<file path="src/rtl/instr_fetch_unit_if.sv">
// Fetch-unit bus bundle: memory read port, instruction handshake to the hart,
// and the redirect request.
//   master : the fetch unit (drives mem_addr/mem_req and the instr_* outputs)
//   slave  : the surrounding hart/memory side
interface instr_fetch_unit_if #(
   parameter int unsigned XLEN = 32,
   parameter int unsigned ILEN = 32
);
   logic [XLEN-1:0] mem_addr;
   logic            mem_req;
   logic            mem_grant;
   logic [XLEN-1:0] mem_rdata;
   logic            instr_valid;
   logic [ILEN-1:0] instr_bits;
   logic [XLEN-1:0] instr_pc;
   logic            instr_ready;
   logic            redirect_valid;
   logic [XLEN-1:0] redirect_pc;

   modport master (
      output mem_addr, mem_req, instr_valid, instr_bits, instr_pc,
      input  mem_grant, mem_rdata, instr_ready, redirect_valid, redirect_pc
   );

   modport slave (
      input  mem_addr, mem_req, instr_valid, instr_bits, instr_pc,
      output mem_grant, mem_rdata, instr_ready, redirect_valid, redirect_pc
   );
endinterface

</file>
<file path="src/rtl/instr_fetch_unit.sv">
// Instruction fetch front end. Issues fixed-latency word reads to memory,
// holding the address for READ_CYCLE_LATENCY+1 granted cycles, buffers the
// fetched {pc, bits} in a small FIFO and hands them to the hart via
// valid/ready. Supports PC redirects and yields the memory port on !mem_grant.
// Ports:
//   clock : clock, all state updates on posedge
//   reset : synchronous active-low reset
//   bus   : instr_fetch_unit_if.master (memory port, instr handshake, redirect)
module instr_fetch_unit #(
   parameter int unsigned    XLEN               = 32,
   parameter int unsigned    ILEN               = 32,
   parameter int unsigned    READ_CYCLE_LATENCY = 2,
   parameter int unsigned    QUEUE_DEPTH        = 2,
   parameter logic [XLEN-1:0] RESET_VECTOR      = '0
) (
   input logic                 clock,
   input logic                 reset,
   instr_fetch_unit_if.master  bus
);
   localparam int unsigned CNT_BITS = $clog2(READ_CYCLE_LATENCY + 1);
   localparam int unsigned CNT_W    = (CNT_BITS < 2) ? 2 : CNT_BITS;
   localparam int unsigned PTR_W    = (QUEUE_DEPTH > 1) ? $clog2(QUEUE_DEPTH) : 1;
   localparam int unsigned OCC_W    = $clog2(QUEUE_DEPTH + 1);

   localparam logic [CNT_W-1:0] LAT_CNT = CNT_W'(READ_CYCLE_LATENCY);
   localparam logic [OCC_W-1:0] OCC_MAX = OCC_W'(QUEUE_DEPTH);

   typedef enum logic {FETCH_IDLE, FETCH_READ} state_t;

   state_t            state_q, state_d;
   logic [CNT_W-1:0]  cnt_q, cnt_d;
   logic [XLEN-1:0]   fetch_pc_q, fetch_pc_d;
   logic [OCC_W-1:0]  count_q, count_d;
   logic [PTR_W-1:0]  rd_ptr_q, rd_ptr_d;
   logic [PTR_W-1:0]  wr_ptr_q, wr_ptr_d;

   logic [XLEN-1:0]   pc_mem   [QUEUE_DEPTH];
   logic [ILEN-1:0]   bits_mem [QUEUE_DEPTH];

   logic              head_valid;
   logic              pop;
   logic              capture;
   logic              push;
   logic [OCC_W-1:0]  occ_after;
   logic              slot_free;

   function automatic logic [PTR_W-1:0] ptr_inc(input logic [PTR_W-1:0] p);
      return (p == PTR_W'(QUEUE_DEPTH - 1)) ? '0 : p + PTR_W'(1);
   endfunction

   // Handshake and capture qualifiers; a redirect discards the same-cycle push.
   always_comb begin
      head_valid = (count_q != '0);
      pop        = head_valid && bus.instr_ready;
      capture    = (state_q == FETCH_READ) && bus.mem_grant && (cnt_q == '0);
      push       = capture && !bus.redirect_valid;
      occ_after  = count_q + OCC_W'(push) - OCC_W'(pop);
      slot_free  = (occ_after < OCC_MAX);
   end

   // Next-state logic for the fetch FSM, read counter, PC and FIFO pointers.
   always_comb begin
      state_d    = state_q;
      cnt_d      = cnt_q;
      fetch_pc_d = fetch_pc_q;
      count_d    = occ_after;
      rd_ptr_d   = pop  ? ptr_inc(rd_ptr_q) : rd_ptr_q;
      wr_ptr_d   = push ? ptr_inc(wr_ptr_q) : wr_ptr_q;

      case (state_q)
         FETCH_IDLE: begin
            if (slot_free) begin
               state_d = FETCH_READ;
               cnt_d   = LAT_CNT;
            end
         end
         FETCH_READ: begin
            if (!bus.mem_grant) begin
               // Port taken away: the read restarts its full latency.
               cnt_d = LAT_CNT;
            end else if (cnt_q != '0) begin
               cnt_d = cnt_q - CNT_W'(1);
            end else begin
               fetch_pc_d = fetch_pc_q + XLEN'(4);
               cnt_d      = LAT_CNT;
               if (!slot_free) state_d = FETCH_IDLE;
            end
         end
         default: state_d = FETCH_READ;
      endcase

      if (bus.redirect_valid) begin
         state_d    = FETCH_READ;
         cnt_d      = LAT_CNT;
         fetch_pc_d = {bus.redirect_pc[XLEN-1:2], 2'b00};
         count_d    = '0;
         rd_ptr_d   = '0;
         wr_ptr_d   = '0;
      end
   end

   // State register with synchronous active-low reset.
   always_ff @(posedge clock) begin
      if (!reset) begin
         state_q    <= FETCH_READ;
         cnt_q      <= LAT_CNT;
         fetch_pc_q <= RESET_VECTOR;
         count_q    <= '0;
         rd_ptr_q   <= '0;
         wr_ptr_q   <= '0;
      end else begin
         state_q    <= state_d;
         cnt_q      <= cnt_d;
         fetch_pc_q <= fetch_pc_d;
         count_q    <= count_d;
         rd_ptr_q   <= rd_ptr_d;
         wr_ptr_q   <= wr_ptr_d;
      end
   end

   // FIFO storage; contents are only meaningful under count_q.
   always_ff @(posedge clock) begin
      if (reset && push) begin
         pc_mem[wr_ptr_q]   <= fetch_pc_q;
         bits_mem[wr_ptr_q] <= ILEN'(bus.mem_rdata);
      end
   end

   // Outputs; request and valid are held low while reset is asserted.
   always_comb begin
      bus.mem_req     = reset && (state_q == FETCH_READ);
      bus.mem_addr    = fetch_pc_q;
      bus.instr_valid = reset && head_valid;
      bus.instr_bits  = bits_mem[rd_ptr_q];
      bus.instr_pc    = pc_mem[rd_ptr_q];
   end
endmodule

</file>
<file path="src/flat_wrapper.sv">
// flat-port wrapper written by rule: the top's interface ports become plain ports
module instr_fetch_unit_flat 
#(
   parameter int unsigned    XLEN               = 32,
   parameter int unsigned    ILEN               = 32,
   parameter int unsigned    READ_CYCLE_LATENCY = 2,
   parameter int unsigned    QUEUE_DEPTH        = 2,
   parameter logic [XLEN-1:0] RESET_VECTOR      = '0
)
  (clock, reset, bus_mem_addr, bus_mem_req, bus_instr_valid, bus_instr_bits, bus_instr_pc, bus_mem_grant, bus_mem_rdata, bus_instr_ready, bus_redirect_valid, bus_redirect_pc);
  instr_fetch_unit_if #(.XLEN(XLEN), .ILEN(ILEN)) bus_i ();
  input logic clock;
  input logic reset;
  output wire logic [$bits(bus_i.mem_addr)-1:0] bus_mem_addr;
  output wire logic [$bits(bus_i.mem_req)-1:0] bus_mem_req;
  output wire logic [$bits(bus_i.instr_valid)-1:0] bus_instr_valid;
  output wire logic [$bits(bus_i.instr_bits)-1:0] bus_instr_bits;
  output wire logic [$bits(bus_i.instr_pc)-1:0] bus_instr_pc;
  input wire logic [$bits(bus_i.mem_grant)-1:0] bus_mem_grant;
  input wire logic [$bits(bus_i.mem_rdata)-1:0] bus_mem_rdata;
  input wire logic [$bits(bus_i.instr_ready)-1:0] bus_instr_ready;
  input wire logic [$bits(bus_i.redirect_valid)-1:0] bus_redirect_valid;
  input wire logic [$bits(bus_i.redirect_pc)-1:0] bus_redirect_pc;
  assign bus_mem_addr = bus_i.mem_addr;
  assign bus_mem_req = bus_i.mem_req;
  assign bus_instr_valid = bus_i.instr_valid;
  assign bus_instr_bits = bus_i.instr_bits;
  assign bus_instr_pc = bus_i.instr_pc;
  assign bus_i.mem_grant = bus_mem_grant;
  assign bus_i.mem_rdata = bus_mem_rdata;
  assign bus_i.instr_ready = bus_instr_ready;
  assign bus_i.redirect_valid = bus_redirect_valid;
  assign bus_i.redirect_pc = bus_redirect_pc;
  instr_fetch_unit #(.XLEN(XLEN), .ILEN(ILEN), .READ_CYCLE_LATENCY(READ_CYCLE_LATENCY), .QUEUE_DEPTH(QUEUE_DEPTH), .RESET_VECTOR(RESET_VECTOR)) u_core (.clock(clock), .reset(reset), .bus(bus_i));
endmodule
</file>
<file path="config.mk">
export PLATFORM = sky130hd
export DESIGN_NAME = instr_fetch_unit_flat
export DESIGN_NICKNAME = d
export VERILOG_FILES = /design/src/rtl/instr_fetch_unit_if.sv /design/src/rtl/instr_fetch_unit.sv /design/src/flat_wrapper.sv
export SDC_FILE = /design/constraint.sdc
export NUM_CORES = 1
export LEC_CHECK = 0
export ABC_CLOCK_PERIOD_IN_PS = 6200
export CAP_MARGIN = 20
export CORE_MARGIN = 4
export CORE_UTILIZATION = 44
export DETAILED_ROUTE_END_ITERATION = 16
export PLACE_DENSITY_LB_ADDON = 0.1
export RECOVER_POWER = 100
export SETUP_SLACK_MARGIN = 0.1
export SLEW_MARGIN = 30
export SYNTH_ARGS = -nofsm -noshare
export SYNTH_HDL_FRONTEND = slang
export SYNTH_SLANG_ARGS = --single-unit
</file>
<file path="constraint.sdc">
create_clock -name clock -period 6.2 [get_ports clock]
set_clock_uncertainty 0.15 [all_clocks]
set_input_delay 1.24 -clock clock [delete_from_list [all_inputs] [get_ports clock]]
set_output_delay 1.24 -clock clock [all_outputs]
set_load 0.01 [all_outputs]
</file>
==> results of run 1 <==
layout make-up:
class                           instances  area [sq um]
Timing Repair Buffer                  166          1660
Sequential cell                       162          4480
Clock inverter                         13           119
Multi-Input combinational cell        260          1960
Inverter                                8          30.0
Fill cell                            1099          5670
Clock buffer                           19           433
Tap cell                              184           230
critical path, stage by stage (launching register included):
cell and delay, ns:
dfxtp_1 1.63, buf_4 0.52, mux2_2 0.37, dlygate4sd3_1 0.62
per-stage QoR:
stage / std cells / utilization, % / hold WS [ns] / area (sq um)
final: 812 / 61.1 / 0.369 / 8920
after global routing: 812 / 61.1 / 0.399 / 8920
after CTS: 811 / 61.2 / 0.369 / 8920
after detailed placement: 779 / 57.4 / 0.345 / 8370
after global placement: 778 / 57.3 / 0.346 / 8360
after floorplan: 460 / - / 0.325 / 6610
path summary, 6_finish.rpt:
check,startpoint,endpoint,depth (start not counted)
setup reg to reg,u_core.cnt_q[0],u_core.bus.mem_addr[17],6
setup / recovery,register,bus_instr_pc[17],3
hold reg to reg,u_core.rd_ptr_q,register,2
hold / removal,u_core.rd_ptr_q,register,2
power by group through the flow:
stage                     clock, mW  combinational, mW  sequential [mW]
after floorplan                   0             0.0451             1.24
after global placement            0              0.136             1.24
after detailed placement          0              0.140             1.24
after CTS                      1.00              0.141             1.21
after global routing           1.06              0.140             1.22
final                         0.978              0.128             1.21
cells in the final DEF, fill, tap and decap left out, types with 13 or more instances in the layout:
master,count
clkbuf_16,17
nand2_1,22
dfxtp_1,38
o21ai_0,26
dlygate4sd3_1,126
mux2_2,62
clkdlybuf4s50_1,34
nand3_1,13
a31oi_1,15
edfxtp_1,124
metal layers:
| metal | vias to the layer above | track usage (%) | wire length, microns |
|---|---|---|---|
| li1 | 2077 | - | - |
| met1 | 2069 | 22.1 | 6330 |
| met2 | 118 | 29.5 | 7300 |
| met3 | 11 | 4.72 | 816 |
| met4 | 0 | 5.69 | 158 |
| met5 | - | 0 | 0 |
flip-flops by register name, summed over array words and instances (netlist names), named ones only:
signal / count
u_core.count_q: 2
u_core.rd_ptr_q: 1
u_core.cnt_q: 2
u_core.pc_mem: 60
u_core.wr_ptr_q: 1
u_core.state_q: 1
u_core.bus.mem_addr: 30
u_core.bits_mem: 64
kinds of logic after synthesis:
| logic type | synth area share [%] |
|---|---|
| AOI/OAI and AO/OA | 7.44 |
| xor gates and xnor gates | 1.73 |
| adders and majority gates | 0.949 |
| buffers and inverters | 2.54 |
| DFF | 68.0 |
| muxes | 10.6 |
| other | 0.0569 |
| and+or+nand+nor | 8.69 |
==> flow_metrics.tcl, run 1 <==
set metrics [dict create \
    seqPwrFrac_pct 52.3 \
    power.internal_mw 1.84 \
    post-route-period-util_pct 80.1 \
    maxCapViolCount 1 \
    start_util_pct 45.2 \
    gp_congestion 0.755 \
    cellPowerDensity_nw_per_um2 260 \
    power.total_mw 2.32 \
    clkTransAtPathRegs_ns 0.06 \
    ctsHoldBuffers 0 \
    num_vias 4275 \
    max_freq_ghz 0.201 \
    rsz0062_at_grt "no" \
    cts_buffers 17 \
    synth_most_common_cell "edfxtp_1" \
    p_leak_nw 3.07 \
    seq_area_frac_synth_pct 68.0 \
    grt_pass1_vias 4361 \
    die_y_microns 130 \
    io_pins 167 \
    root_buffer "clkbuf_16" \
    grt_pass1_wl_microns 22900 \
    violations "capacitance limit, slew limit" \
    critPathCaptureType "output port" \
    drc 0 \
    worstMarginPinSlew_ns 1.95 \
    yosysUniqueCellTypes 40 \
    netSwitchingFraction_pct 20.5 \
    syn-mean-instance-area_sq_um 14.4 \
    synth_top_area_cell "edfxtp_1" \
    detail_route.iter0.violations 191 \
    hold_viol_final 0 \
    layout_min_cycle_time_ns 4.97 \
    grtUsageTotal_pct 17.5 \
    vdd_drop_max_mv 0.196 \
    worstPathRequired_ns 4.81 \
    diodes 0 \
    die_w_microns 130 \
    synth_ff_type "edfxtp_1" \
    netlist_top_cells_count "124 x edfxtp_1, 62 x mux2_2, 38 x dfxtp_1, 26 x o21ai_0, 23 x clkbuf_1" \
    vias_per_cell 5.26 \
    final_nets 689 \
    critPathArrivalTime_ns 3.58 \
    syn_inst 457 \
    p_clk_share_pct 42.2 \
    cts_tree "built" \
    status "finished, violations left" \
    p_comb_share_pct 5.5 \
    ant_nets 0 \
    cts-htree-levels 4 \
    layout_setup_ws_ns 1.23 \
    place_ws_ns 1.78 \
    synth_top_area_share_pct 56.5 \
    numPortBuffers 160 \
    grt_max_degree 63 \
    async_flop_share_pct 0 \
    drt-pass1-iter-count 4 \
    final_layout_size_suffix_gt1_share_pct 15.3 \
    critical_path_class "register to output port" \
    maxSlewHeadroom_pct -30.0 \
    synth-seq-cells 162 \
    clk_latency_ns 0.41 \
    ys_top_cells_by_area "edfxtp_1 56%, dfxtp_1 12%, mux2_2 11%, o21ai_0 2.0%, a31oi_1 1.4%" \
    fp.dieArea_sq_um 17000 \
    cp_max_fo 40 \
    critPathLaunchType "register" \
    cts_resized 0 \
    clock_path_buffers 2 \
    overflow 0 \
    area_growth_pct 35.2 \
    cts_sinks 162 \
    core_sq_um 14600 \
    fp-row-count 44 \
    post-cts-setup-buffers 0 \
    ys_warn_count 0 \
    p_switching_uw 476 \
    drv_slew 41 \
    syn-cell-area_sq_um 6590 \
    rrSetupSlack_ns 3.21 \
    fin_setup_tns_ns 0 \
    synth_edf_count 124 \
    worstHoldPathType "register to register" \
    routedWlPerCell_microns 18.0 \
    dp_hpwl_microns 9770 \
    wirelength_microns 14600 \
    final-setup-viol-count 0 \
    antenna_found_initial 0 \
]
Power figures use the tool's default switching activity.
==> run 2: changes to the inputs <==
--- a/config.mk
+++ b/config.mk
@@ -5,7 +5,7 @@
 export SDC_FILE = /design/constraint.sdc
 export NUM_CORES = 1
 export LEC_CHECK = 0
-export ABC_CLOCK_PERIOD_IN_PS = 6200
+export ABC_CLOCK_PERIOD_IN_PS = 4050
 export CAP_MARGIN = 20
 export CORE_MARGIN = 4
 export CORE_UTILIZATION = 44
==> constraint.sdc (replaced) <==
create_clock -name clock -period 4.05 [get_ports clock]
set_clock_uncertainty 0.15 [all_clocks]
set_input_delay 0.81 -clock clock [delete_from_list [all_inputs] [get_ports clock]]
set_output_delay 0.81 -clock clock [all_outputs]
set_load 0.01 [all_outputs]
==> run 2 against run 1 <==
Compared with the run above: the flow now finishes without violations; first-iteration DRC count is 41% higher; clock power rose by 82%; via count rose by 1.3%; global-route usage rose by 0.20 points; critical path depth rose by 2; sequential cell count is the same; critical endpoint is now u_core.bits_mem[1][19]; largest power group unchanged.
==> flow_metrics.tcl, run 2 (synthesis results as in run 1) <==
set metrics [dict create \
    final_nets 692 \
    p_leak_nw 3.13 \
    hold_viol_final 0 \
    grtUsageTotal_pct 17.7 \
    dp_hpwl_microns 9730 \
    instances_no_fill 815 \
    cp_slowest_stage_delay_ns 0.73 \
    maxCapViolCount 0 \
    detail_route.iter0.violations 269 \
    seq_area_sq_um 4490 \
    fp.dieArea_sq_um 17000 \
    root_buffer "clkbuf_16" \
    post-cts-setup-buffers 0 \
    critical-path-slowest-cell "and3_1" \
    numPortBuffers 160 \
    power.total_mw 3.84 \
    die_w_microns 130 \
    num_vias 4329 \
    p_clk_share_pct 46.4 \
    overflow 0 \
    post-route-period-util_pct 83.5 \
    drt-pass1-iter-count 4 \
    p_switching_uw 734 \
    hold_depth 2 \
    layout_min_cycle_time_ns 3.38 \
    cts_tree "built" \
    routedWlPerCell_microns 18.1 \
    critPathLaunchType "input pin" \
    cp_cell_sequence "dlygate4sd3_1 -> buf_4 -> nor2b_1 -> and3_1 -> clkbuf_2" \
    gp_congestion 0.734 \
    seqPwrFrac_pct 48.4 \
    critPathTopFamily "buffers and inverters" \
    power.internal_mw 3.10 \
    dp.cells 783 \
    cts_buffers 17 \
    area_growth_pct 37.1 \
    fin_setup_tns_ns 0 \
    cp_max_fo 30 \
    grt_max_degree 63 \
    use_met1_pct 22.1 \
    grt_use_met2_pct 30.3 \
    maxSlewHeadroom_pct 29.8 \
    cts_sinks 162 \
    clk_latency_ns 0.41 \
    cts-htree-levels 4 \
    vdd_drop_max_mv 0.256 \
    clock_path_buffers 2 \
    ctsHoldBuffers 0 \
    final-setup-viol-count 0 \
    grtUsageMet3_pct 4.47 \
    clkTransAtPathRegs_ns 0.06 \
    final_layout_size_suffix_gt1_share_pct 15.5 \
    netSwitchingFraction_pct 19.2 \
    antenna_found_initial 0 \
    p_comb_share_pct 5.1 \
    fillers 1098 \
    fp-row-count 44 \
    multi_input_area_sq_um 1950 \
    worstRegToRegCells 5 \
    diodes 0 \
    final_area_sq_um 9040 \
    io_pins 167 \
    drc 0 \
    vias_per_cell 5.31 \
    largest_reg_flops 64 \
    cts_resized 0 \
    cellPowerDensity_nw_per_um2 424 \
    critical_path_class "input pin to register" \
    start_util_pct 45.2 \
    top_usage_layer "met2" \
    rsz0062_at_grt "no" \
    largest_register "u_core.bits_mem" \
    worstPathRequired_ns 3.95 \
    worstHoldPathType "register to register" \
    path_buf_inv 3 \
    worstMarginPinSlew_ns 1.05 \
    max_freq_ghz 0.296 \
    grt_pass1_wl_microns 23000 \
    critPathCaptureType "register" \
    ant_nets 0 \
    status "completed" \
    final_common_cell "dlygate4sd3_1" \
    critPathArrivalTime_ns 3.28 \
    die_y_microns 130 \
    grt_pass1_vias 4376 \
    cp_num_cells 5 \
    drv_slew 0 \
    place_area_sq_um 8410 \
    wirelength_microns 14800 \
    core_sq_um 14600 \
    final_cell_mix "129 x dlygate4sd3_1, 124 x edfxtp_1, 62 x mux2_2" \
]
run 2: cell types whose count changed in the layout (fill, tap and decap cells not counted), sizes merged:
| cell | before | now |
|---|---|---|
| buf | 3 | 4 |
| bufinv | 2 | 6 |
| clkbuf | 22 | 27 |
| clkdlybuf4s50 | 34 | 31 |
| clkinv | 9 | 4 |
| clkinvlp | 2 | 0 |
| dlygate4sd3 | 126 | 129 |
run 2: final cells by class:
type / instances / area share, %
Sequential cell: 162 / 49.7
Clock inverter: 10 / 2.28
Multi-Input combinational cell: 260 / 21.6
Inverter: 8 / 0.332
Tap cell: 184 / 2.55
Clock buffer: 22 / 5.02
Timing Repair Buffer: 169 / 18.5
run 2: power by group through the flow:
stage | registers, mW | clock network [mW] | logic (mW)
6_report | 1.86 | 1.78 | 0.197
5_1_grt | 1.86 | 1.89 | 0.214
4_1_cts | 1.86 | 1.82 | 0.216
3_5_place_dp | 1.89 | 0 | 0.215
3_3_place_gp | 1.89 | 0 | 0.210
2_1_floorplan | 1.89 | 0 | 0.0694
run 2: path summary, 6_finish.rpt:
check | startpoint | to | slack (ns)
worst max-delay path | reset | u_core.bits_mem[1][19] | 0.67
worst max register to register | u_core.cnt_q[0] | u_core.bits_mem[1][19] | 1.26
worst min-delay path | u_core.rd_ptr_q | register | 0.37
worst min register to register | u_core.rd_ptr_q | register | 0.37
run 2: tightest hold or removal path: stages (launching register included):
cell	delay [ns]
dfxtp_1	0.33
xnor2_1	0.08
nor2_1	0.07
run 2: per-layer routing:
layer / up-vias / routed length, microns
li1: 2086 / -
met1: 2101 / 6240
met2: 128 / 7590
met3: 14 / 813
met4: 0 / 148
met5: - / 0
run 2: stage by stage:
stage	worst slack (ns)	utilization [%]	hold slack [ns]
CTS	0.699	62.2	0.376
finish	0.667	62.0	0.369
global route	0.458	62.0	0.392
floorplan	0.734	-	0.325
detailed placement	0.698	57.7	0.357
global placement	0.791	57.7	0.344
==> run 3: changes to the inputs <==
--- a/config.mk
+++ b/config.mk
@@ -5,7 +5,7 @@
 export SDC_FILE = /design/constraint.sdc
 export NUM_CORES = 1
 export LEC_CHECK = 0
-export ABC_CLOCK_PERIOD_IN_PS = 4050
+export ABC_CLOCK_PERIOD_IN_PS = 2900
 export CAP_MARGIN = 20
 export CORE_MARGIN = 4
 export CORE_UTILIZATION = 44
==> constraint.sdc (replaced) <==
create_clock -name clock -period 2.9 [get_ports clock]
set_clock_uncertainty 0.15 [all_clocks]
set_input_delay 0.58 -clock clock [delete_from_list [all_inputs] [get_ports clock]]
set_output_delay 0.58 -clock clock [all_outputs]
set_load 0.01 [all_outputs]
==> run 3 against run 2 <==
Compared with the run above: clock power grew 36%; sequential share of layout area down 0.50 points; non-clock buffer count is 12 higher; sequential cell count stayed put; global-route usage up 0.12 points; largest cell class unchanged; critical endpoint is now bus_mem_req; via count rose by 2.9%; worst setup slack got worse by 0.53 ns; hold slack better by 0.0011 ns.
==> flow_metrics.tcl, run 3 (synthesis results as in run 1) <==
set metrics [dict create \
    clkTransAtPathRegs_ns 0.06 \
    seqPwrFrac_pct 48.9 \
    largest_reg_flops 64 \
    core_sq_um 14600 \
    ant_nets 0 \
    vdd_drop_max_mv 0.376 \
    grt_max_degree 47 \
    use_met1_pct 22.3 \
    cts_sinks 162 \
    dp_hpwl_microns 10300 \
    die_w_microns 130 \
    grt_pass1_vias 4503 \
    antenna_found_initial 0 \
    io_pins 167 \
    ctsHoldBuffers 0 \
    layout_min_cycle_time_ns 2.76 \
    p_comb_share_pct 5.4 \
    critical_path_class "input pin to output port" \
    final_common_cell "edfxtp_1" \
    critPathCaptureType "output port" \
    detail_route.iter0.violations 215 \
    clock_path_buffers 2 \
    place_ws_ns 0.128 \
    final-setup-viol-count 0 \
    hold_viol_final 0 \
    grtUsageMet3_pct 4.59 \
    die_y_microns 130 \
    cts_buffers 17 \
    p_leak_nw 3.19 \
    power.internal_mw 4.23 \
    drc 0 \
    maxSlewHeadroom_pct 55.9 \
    grt_pass1_wl_microns 23200 \
    grtUsageTotal_pct 17.8 \
    routedWlPerCell_microns 18.4 \
    status "completed" \
    final_cell_mix "124 x edfxtp_1, 92 x dlygate4sd3_1, 68 x clkdlybuf4s50_1" \
    post-cts-setup-buffers 0 \
    maxCapViolCount 0 \
    rsz0062_at_grt "no" \
    cellPowerDensity_nw_per_um2 581 \
    worstHoldPathType "register to register" \
    worstPathRequired_ns 2.17 \
    cts_resized 0 \
    drv_slew 0 \
    diodes 0 \
    post-route-period-util_pct 95.2 \
    critPathArrivalTime_ns 2.03 \
    start_util_pct 45.2 \
    cts-htree-levels 4 \
    root_buffer "clkbuf_16" \
    grt_use_met2_pct 30.1 \
    wirelength_microns 15200 \
    final_nets 704 \
    gp_congestion 0.781 \
    drt-pass1-iter-count 5 \
    fp-row-count 44 \
    hold_slack_ns 0.370 \
    cts_tree "built" \
    fp.dieArea_sq_um 17000 \
    power.total_mw 5.30 \
    netSwitchingFraction_pct 20.3 \
    largest_register "u_core.bits_mem" \
    layout_setup_ws_ns 0.140 \
    max_freq_ghz 0.362 \
    overflow 0 \
    clk_latency_ns 0.42 \
    vias_per_cell 5.38 \
    num_vias 4453 \
    numPortBuffers 160 \
    area_growth_pct 38.4 \
    worstMarginPinSlew_ns 0.662 \
    p_switching_mw 1.07 \
    final_layout_size_suffix_gt1_share_pct 18.2 \
    critPathLaunchType "input pin" \
    p_clk_share_pct 45.6 \
    top_usage_layer "met2" \
    cp_max_fo 5 \
]
[run 3: cell count changes in the layout (fill, tap and decap cells not counted), sizes merged]
cell           before  now
clkinvlp            0    1
clkdlybuf4s50      31   68
dlygate4sd3       129   92
bufinv              6    5
inv                 8   10
buf                 4   12
clkinv              4    6
[run 3: power by group through the flow]
stage                     combinational (mW)  clock, mW  sequential, mW
final                                  0.288       2.42            2.59
after global routing                   0.314       2.57            2.60
after CTS                              0.316       2.47            2.59
after detailed placement               0.314          0            2.64
after global placement                 0.305          0            2.64
after floorplan                       0.0991          0            2.64
[run 3: routing by layer]
metal | share of wire [%] | routed length [microns]
met5 | 0 | 0
met3 | 6.2 | 936
met1 | 42 | 6330
met4 | 1.6 | 240
met2 | 51 | 7700
[run 3: layout make-up]
cell class                 count  area (sq um)
sequential                   162          4490
fill                        1112          5460
multi-input combinational    260          1980
tap                          184           230
inverter                       8          30.0
clock inverter                14           209
clock buffer                  18           429
timing repair buffer         181          1770
[run 3: final timing paths]
path | from | to | slack, ns | depth (start not counted)
setup reg to reg | u_core.bus.mem_addr[5] | u_core.bus.mem_addr[18] | 0.50 | 4
hold / removal | u_core.rd_ptr_q | u_core.rd_ptr_q | 0.37 | 2
hold reg to reg | u_core.rd_ptr_q | u_core.rd_ptr_q | 0.37 | 2
setup / recovery | reset | bus_mem_req | 0.14 | 3
[run 3: per-stage QoR]
step / std cells / cell area, sq um / TNS [ns] / utilization (%)
final: 827 / 9130 / 0 / 62.6
after CTS: 827 / 9160 / 0 / 62.8
after global placement: 795 / 8520 / 0 / 58.4
after global routing: 827 / 9130 / 0 / 62.6
after floorplan: 460 / 6640 / -3.36 / -
after detailed placement: 795 / 8520 / 0 / 58.4
[run 3: critical path, stage by stage]
cell and delay (ns):
dlygate4sd3_1 0.69, and2_1 0.16, dlygate4sd3_1 0.60
==> edit 1, RTL diff (flow settings as in run 2) <==
`XLEN` is set to 32 in 3 places; all go to 64.
--- a/src/rtl/instr_fetch_unit_if.sv
+++ b/src/rtl/instr_fetch_unit_if.sv
@@ -5,3 +5,3 @@
 interface instr_fetch_unit_if #(
-   parameter int unsigned XLEN = 32,
+   parameter int unsigned XLEN = 64,
    parameter int unsigned ILEN = 32
--- a/src/rtl/instr_fetch_unit.sv
+++ b/src/rtl/instr_fetch_unit.sv
@@ -9,3 +9,3 @@
 module instr_fetch_unit #(
-   parameter int unsigned    XLEN               = 32,
+   parameter int unsigned    XLEN               = 64,
    parameter int unsigned    ILEN               = 32,
--- a/src/flat_wrapper.sv
+++ b/src/flat_wrapper.sv
@@ -3,3 +3,3 @@
 #(
-   parameter int unsigned    XLEN               = 32,
+   parameter int unsigned    XLEN               = 64,
    parameter int unsigned    ILEN               = 32,
Ports: changed (resized bus_instr_pc, bus_mem_addr, bus_mem_rdata and bus_redirect_pc); port bits go from 167 to 295. No check against the original RTL was run, so the function may have changed too.
==> edit 1 against run 2 <==
- cell area is 60% higher
- worst setup slack got worse by 0.21 ns
- power rose by 45%
- area after synthesis up 63%
- via count grew 71%
- sequential cell count up 96
- highest routed layer is now met5
- wire length increased by 79%
- hold slack better by 0.0014 ns
==> edit 1: results (changes against run 2) <==
The flow ran to the end, and the final reports show no timing, DRC or antenna violations. Number of fill cells in the layout: 1,923 (+75%). The run gives 4.88 nW (+56%) as the static leakage. In the synthesized netlist, the cells that appear most often are sky130_fd_sc_hd__edfxtp_1, sky130_fd_sc_hd__mux2_2, sky130_fd_sc_hd__dfxtp_1. The number of flip-flops in the largest register is 124 (+94%). The via count of the first global-routing pass came out at 7,187 (+64%). The setup path with the least slack is of type reg -> out.

The compound-gate portion of the synthesized area works out to 7.46% (+0.026 points). The run gives 26.3% (+4.2 points) as the met1 track demand over resource. The worst slack at placement is 0.570 ns (-0.128 ns), and the final weighted congestion in routability-driven placement is 0.799 (+8.8%).

The most critical setup path has its endpoint at bus_instr_bits[15]. The count of flip-flops with a built-in enable after synthesis was 188 (+52%). The tools report the sum of met2 wire segment lengths after detailed routing as 12,500 um (+65%). The tools report the cell area after layout as 14,400 sq um (+60%). Pin count of the biggest net entering global routing: 95 (+51%).

The gate count of the mapped netlist is 802 (+75%), and the ratio of routed vias to standard cells is 5.31 (about the same). Net count of the finished layout: 1,191 (+72%). The share of synthesized area spent on multiplexers is 9.84% (-0.75 points), and the minimum setup slack among reg-to-reg paths is 1.03 ns (-0.23 ns). The sequential cell area fraction in the yosys report is 65.5% (-2.5 points).

The detailed router used layers up to and including met5. For the clock insertion delay at the later pin of the skew report, the log shows 0.54 ns (+0.13 ns). The run gives 0.339 mW (+72%) as the power drawn by the combinational cells. The routed length on met3 was 1980 um (+140%); the instance count after placement with tap cells included was 1,343 (+72%).

More flip-flops sit in one register than any other, and that register is u_core.pc_mem. The initial antenna violation count is 2 (+2). The proportion of power drawn by flip-flops and latches came out at 53.4% (+5.0 points). The fraction of final layout cells with drive strength greater than 1 came out at 13.4% (-2.1 points). Largest stage delay on the critical path: 0.67 ns (-0.06 ns). Total number of H-tree levels: 1 (-3).

The tools report the met2 global-route usage as 30.7% (+0.39 points). The adder and majority cell fraction of the synthesized area was 0.581% (-0.37 points); the HPWL after detailed placement was 17,700 um (+82%). In this run the critical register-to-register path is launched from u_core.bus.mem_addr[23]. Critical path's slowest cell: sky130_fd_sc_hd__buf_6.

The arrival time at the worst endpoint was 2.63 ns (-0.65 ns). The overall routed net length is 26,500 um (+79%). Yosys attributes the largest share of cell area to sky130_fd_sc_hd__edfxtp_1, sky130_fd_sc_hd__dfxtp_1, sky130_fd_sc_hd__mux2_2, sky130_fd_sc_hd__o21ai_0, sky130_fd_sc_hd__xnor2_1. The minimum period implied by the final worst setup slack was 3.59 ns (+0.206 ns); the switching fraction of total power was 21.5% (+2.3 points).

Global-route usage over all layers: 19.0% (+1.3 points). For the internal power contribution, the log shows 4.37 mW (+41%).
edit 1: changes by cell type in the layout (fill, tap and decap cells not counted), sizes merged, moves of 23 or more:
cell,run 2,this run
mux2,62,94
dfxtp,38,70
xnor2,8,31
clkdlybuf4s50,31,112
o21ai,26,56
edfxtp,124,188
edit 1: worst min path at each step:
stage / depth (start not counted) / startpoint / endpoint
floorplan: 2 / u_core.cnt_q[1] / u_core.cnt_q[1]
global placement: 2 / u_core.rd_ptr_q / flop
detailed placement: 2 / u_core.cnt_q[1] / u_core.cnt_q[1]
CTS: 2 / u_core.cnt_q[1] / u_core.cnt_q[1]
global route: 0 / u_core.bus.mem_addr[63] / u_core.pc_mem[0][63]
finish: 2 / u_core.cnt_q[1] / u_core.cnt_q[1]
edit 1: final cells by class:
class,count,area share (%)
flip-flops and latches,258,48.8
multi-input cells,483,24.0
repair buffers,270,18.5
clock buffers,35,4.89
well taps,319,2.76
clock inverters,14,0.693
inverters,13,0.338
diodes,1,0.0173
==> edit 2, RTL diff (settings of run 2) <==
Made on the original files. Reset style: asynchronous (`reset`), changed in one clocked block. Comments in the files are not updated.
--- a/src/rtl/instr_fetch_unit.sv
+++ b/src/rtl/instr_fetch_unit.sv
@@ -102,3 +102,3 @@
    // State register with synchronous active-low reset.
-   always_ff @(posedge clock) begin
+   always_ff @(posedge clock or negedge reset) begin
       if (!reset) begin
Function: differs if reset is asserted again (counterexample within 4 cycles, from zero or initial values and one cycle with reset low); with reset held inactive, the same outputs for 10 cycles.
==> edit 2 against run 2 <==
- wire length is 0.93% lower
- area after synthesis is 0.51% higher
- worst setup slack worse by 0.046 ns
- sequential cell count is 1 lower
- via count is 1.8% lower
- cell area is 0.58% lower
Power is not compared: it rests on default switching activity, and its combinational part moved more than twofold at a synthesized area within 25%.
==> edit 2: results (changes against run 2) <==
The maximum fanout along the worst path came out at 63 (+110%). The compound-gate portion of the synthesized area works out to 4.91% (-2.5 points). The arrival time at the worst endpoint is 2.47 ns (-0.81 ns).

After synthesis, the most frequently instantiated cells are sky130_fd_sc_hd__edfxtp_1, sky130_fd_sc_hd__mux2_2, sky130_fd_sc_hd__dfrtp_1. The DRC marker count from the first detailed-route iteration was 250 (-7.1%); the met1 track demand over resource was 21.5% (-0.61 points). Per report_power, the sequential group accounts for 46.0% of the total.

The proportion of netlist area held by the largest area contributor was 56.2% (-0.29 points); the fraction of synthesis flops using an asynchronous set or reset pin was 23.0% (+23 points). The worst slack at placement came out at 0.612 ns (-0.0862 ns). For the sequential cell area fraction in the yosys report, the log shows 70.2% (+2.2 points). The ratio of routed vias to standard cells was 5.30 (-0.21%); the number of flip-flops in the largest register was 64 (unchanged). On the critical path, the stage with the largest delay is an instance of sky130_fd_sc_hd__clkbuf_4.

By area the synthesized netlist is led by sky130_fd_sc_hd__edfxtp_1, sky130_fd_sc_hd__dfrtp_1, sky130_fd_sc_hd__mux2_2, sky130_fd_sc_hd__or4_1, sky130_fd_sc_hd__nand2_1. The routed length on met3 came out at 871 um (+7.1%). For the HPWL after detailed placement, the log shows 9860 um (+1.4%). The post-synthesis xor/xnor area fraction was 1.98% (+0.26 points). The flow ran to the end, and the final reports show no timing, DRC or antenna violations.

The sum of met2 wire segment lengths after detailed routing is 7480 um (-1.4%), and the adder and majority cell fraction of the synthesized area is 0.944% (-0.0048 points). The number of cells on the worst reg-to-reg path was 6 (+1); the final weighted congestion in routability-driven placement was 0.771 (+5.0%). The fraction of final layout cells with drive strength greater than 1 is 16.3% (+0.81 points), and the net count of the finished layout is 680 (-1.7%). The type of the worst min-delay path was in -> async. The average wire per standard cell works out to 18.3 um (+0.68%). The largest stage delay on the critical path is 0.76 ns (+0.03 ns). The tools report the number of distinct library cell variants in the gate-level netlist after synthesis as 37 (-7.5%). The wire length the detailed router placed on met1 was 6060 um (-2.8%); the tightest slew margin relative to the limit was 35.3% (+5.5 points). The via count of the first global-routing pass is 4,381 (+0.11%), and the met2 global-route usage is 30.0% (-0.30 points). The register with the most flip-flops was u_core.bits_mem. The logs give 5.28% (+0.81 points) for the global-route met3 utilization and 17.6% (-0.13 points) for the global-route usage over all layers.

Cell area reported after detailed placement: 8460 sq um (+0.62%).
## edit 2: cell types whose count changed in the layout (fill, tap and decap cells not counted), moves of 4 or more
cell                                     run 2  this run
sky130_fd_sc_hd__a21oi_1                     6         0
sky130_fd_sc_hd__and2_1                      4         0
sky130_fd_sc_hd__bufinv_16                   6         2
sky130_fd_sc_hd__clkdlybuf4s50_1            31        95
sky130_fd_sc_hd__dfrtp_1                     0        34
sky130_fd_sc_hd__dfxtp_1                    37         0
sky130_fd_sc_hd__dlygate4sd3_1             129        64
sky130_fd_sc_hd__nand2_1                    22        29
sky130_fd_sc_hd__nor2_1                      8        23
sky130_fd_sc_hd__o211a_1                     7         0
sky130_fd_sc_hd__o21ai_0                    26        16
sky130_fd_sc_hd__or3_1                      10         6
sky130_fd_sc_hd__or4_1                      12        17
## edit 2: final cells by class
| cell class | instances | area, sq um |
|---|---|---|
| clock buffer | 21 | 440 |
| multi-input combinational | 249 | 1830 |
| timing repair buffer | 167 | 1680 |
| inverter | 10 | 37.5 |
| tap | 184 | 230 |
| clock inverter | 10 | 114 |
| sequential | 161 | 4650 |
| fill | 1151 | 5660 |
## edit 2: final timing paths
check                                               to             from  slack (ns)
worst max-delay path                  bus_instr_pc[24]  u_core.rd_ptr_q        0.62
worst min-delay path                   u_core.cnt_q[0]            reset        0.30
worst max register to register  u_core.bits_mem[1][30]  u_core.cnt_q[0]        1.07
worst min register to register          u_core.state_q   u_core.state_q        0.38
max in group asynchronous              u_core.rd_ptr_q            reset        2.53
min in group clock                      u_core.state_q   u_core.state_q        0.38
## edit 2: through the flow
step / util [%] / std cells / total power, mW
finish: 61.4 / 802 / 4.13
global route: 61.4 / 802 / 4.31
CTS: 61.6 / 802 / 4.21
detailed placement: 57.8 / 771 / 2.69
global placement: 57.8 / 771 / 2.67
floorplan: - / 444 / 2.28
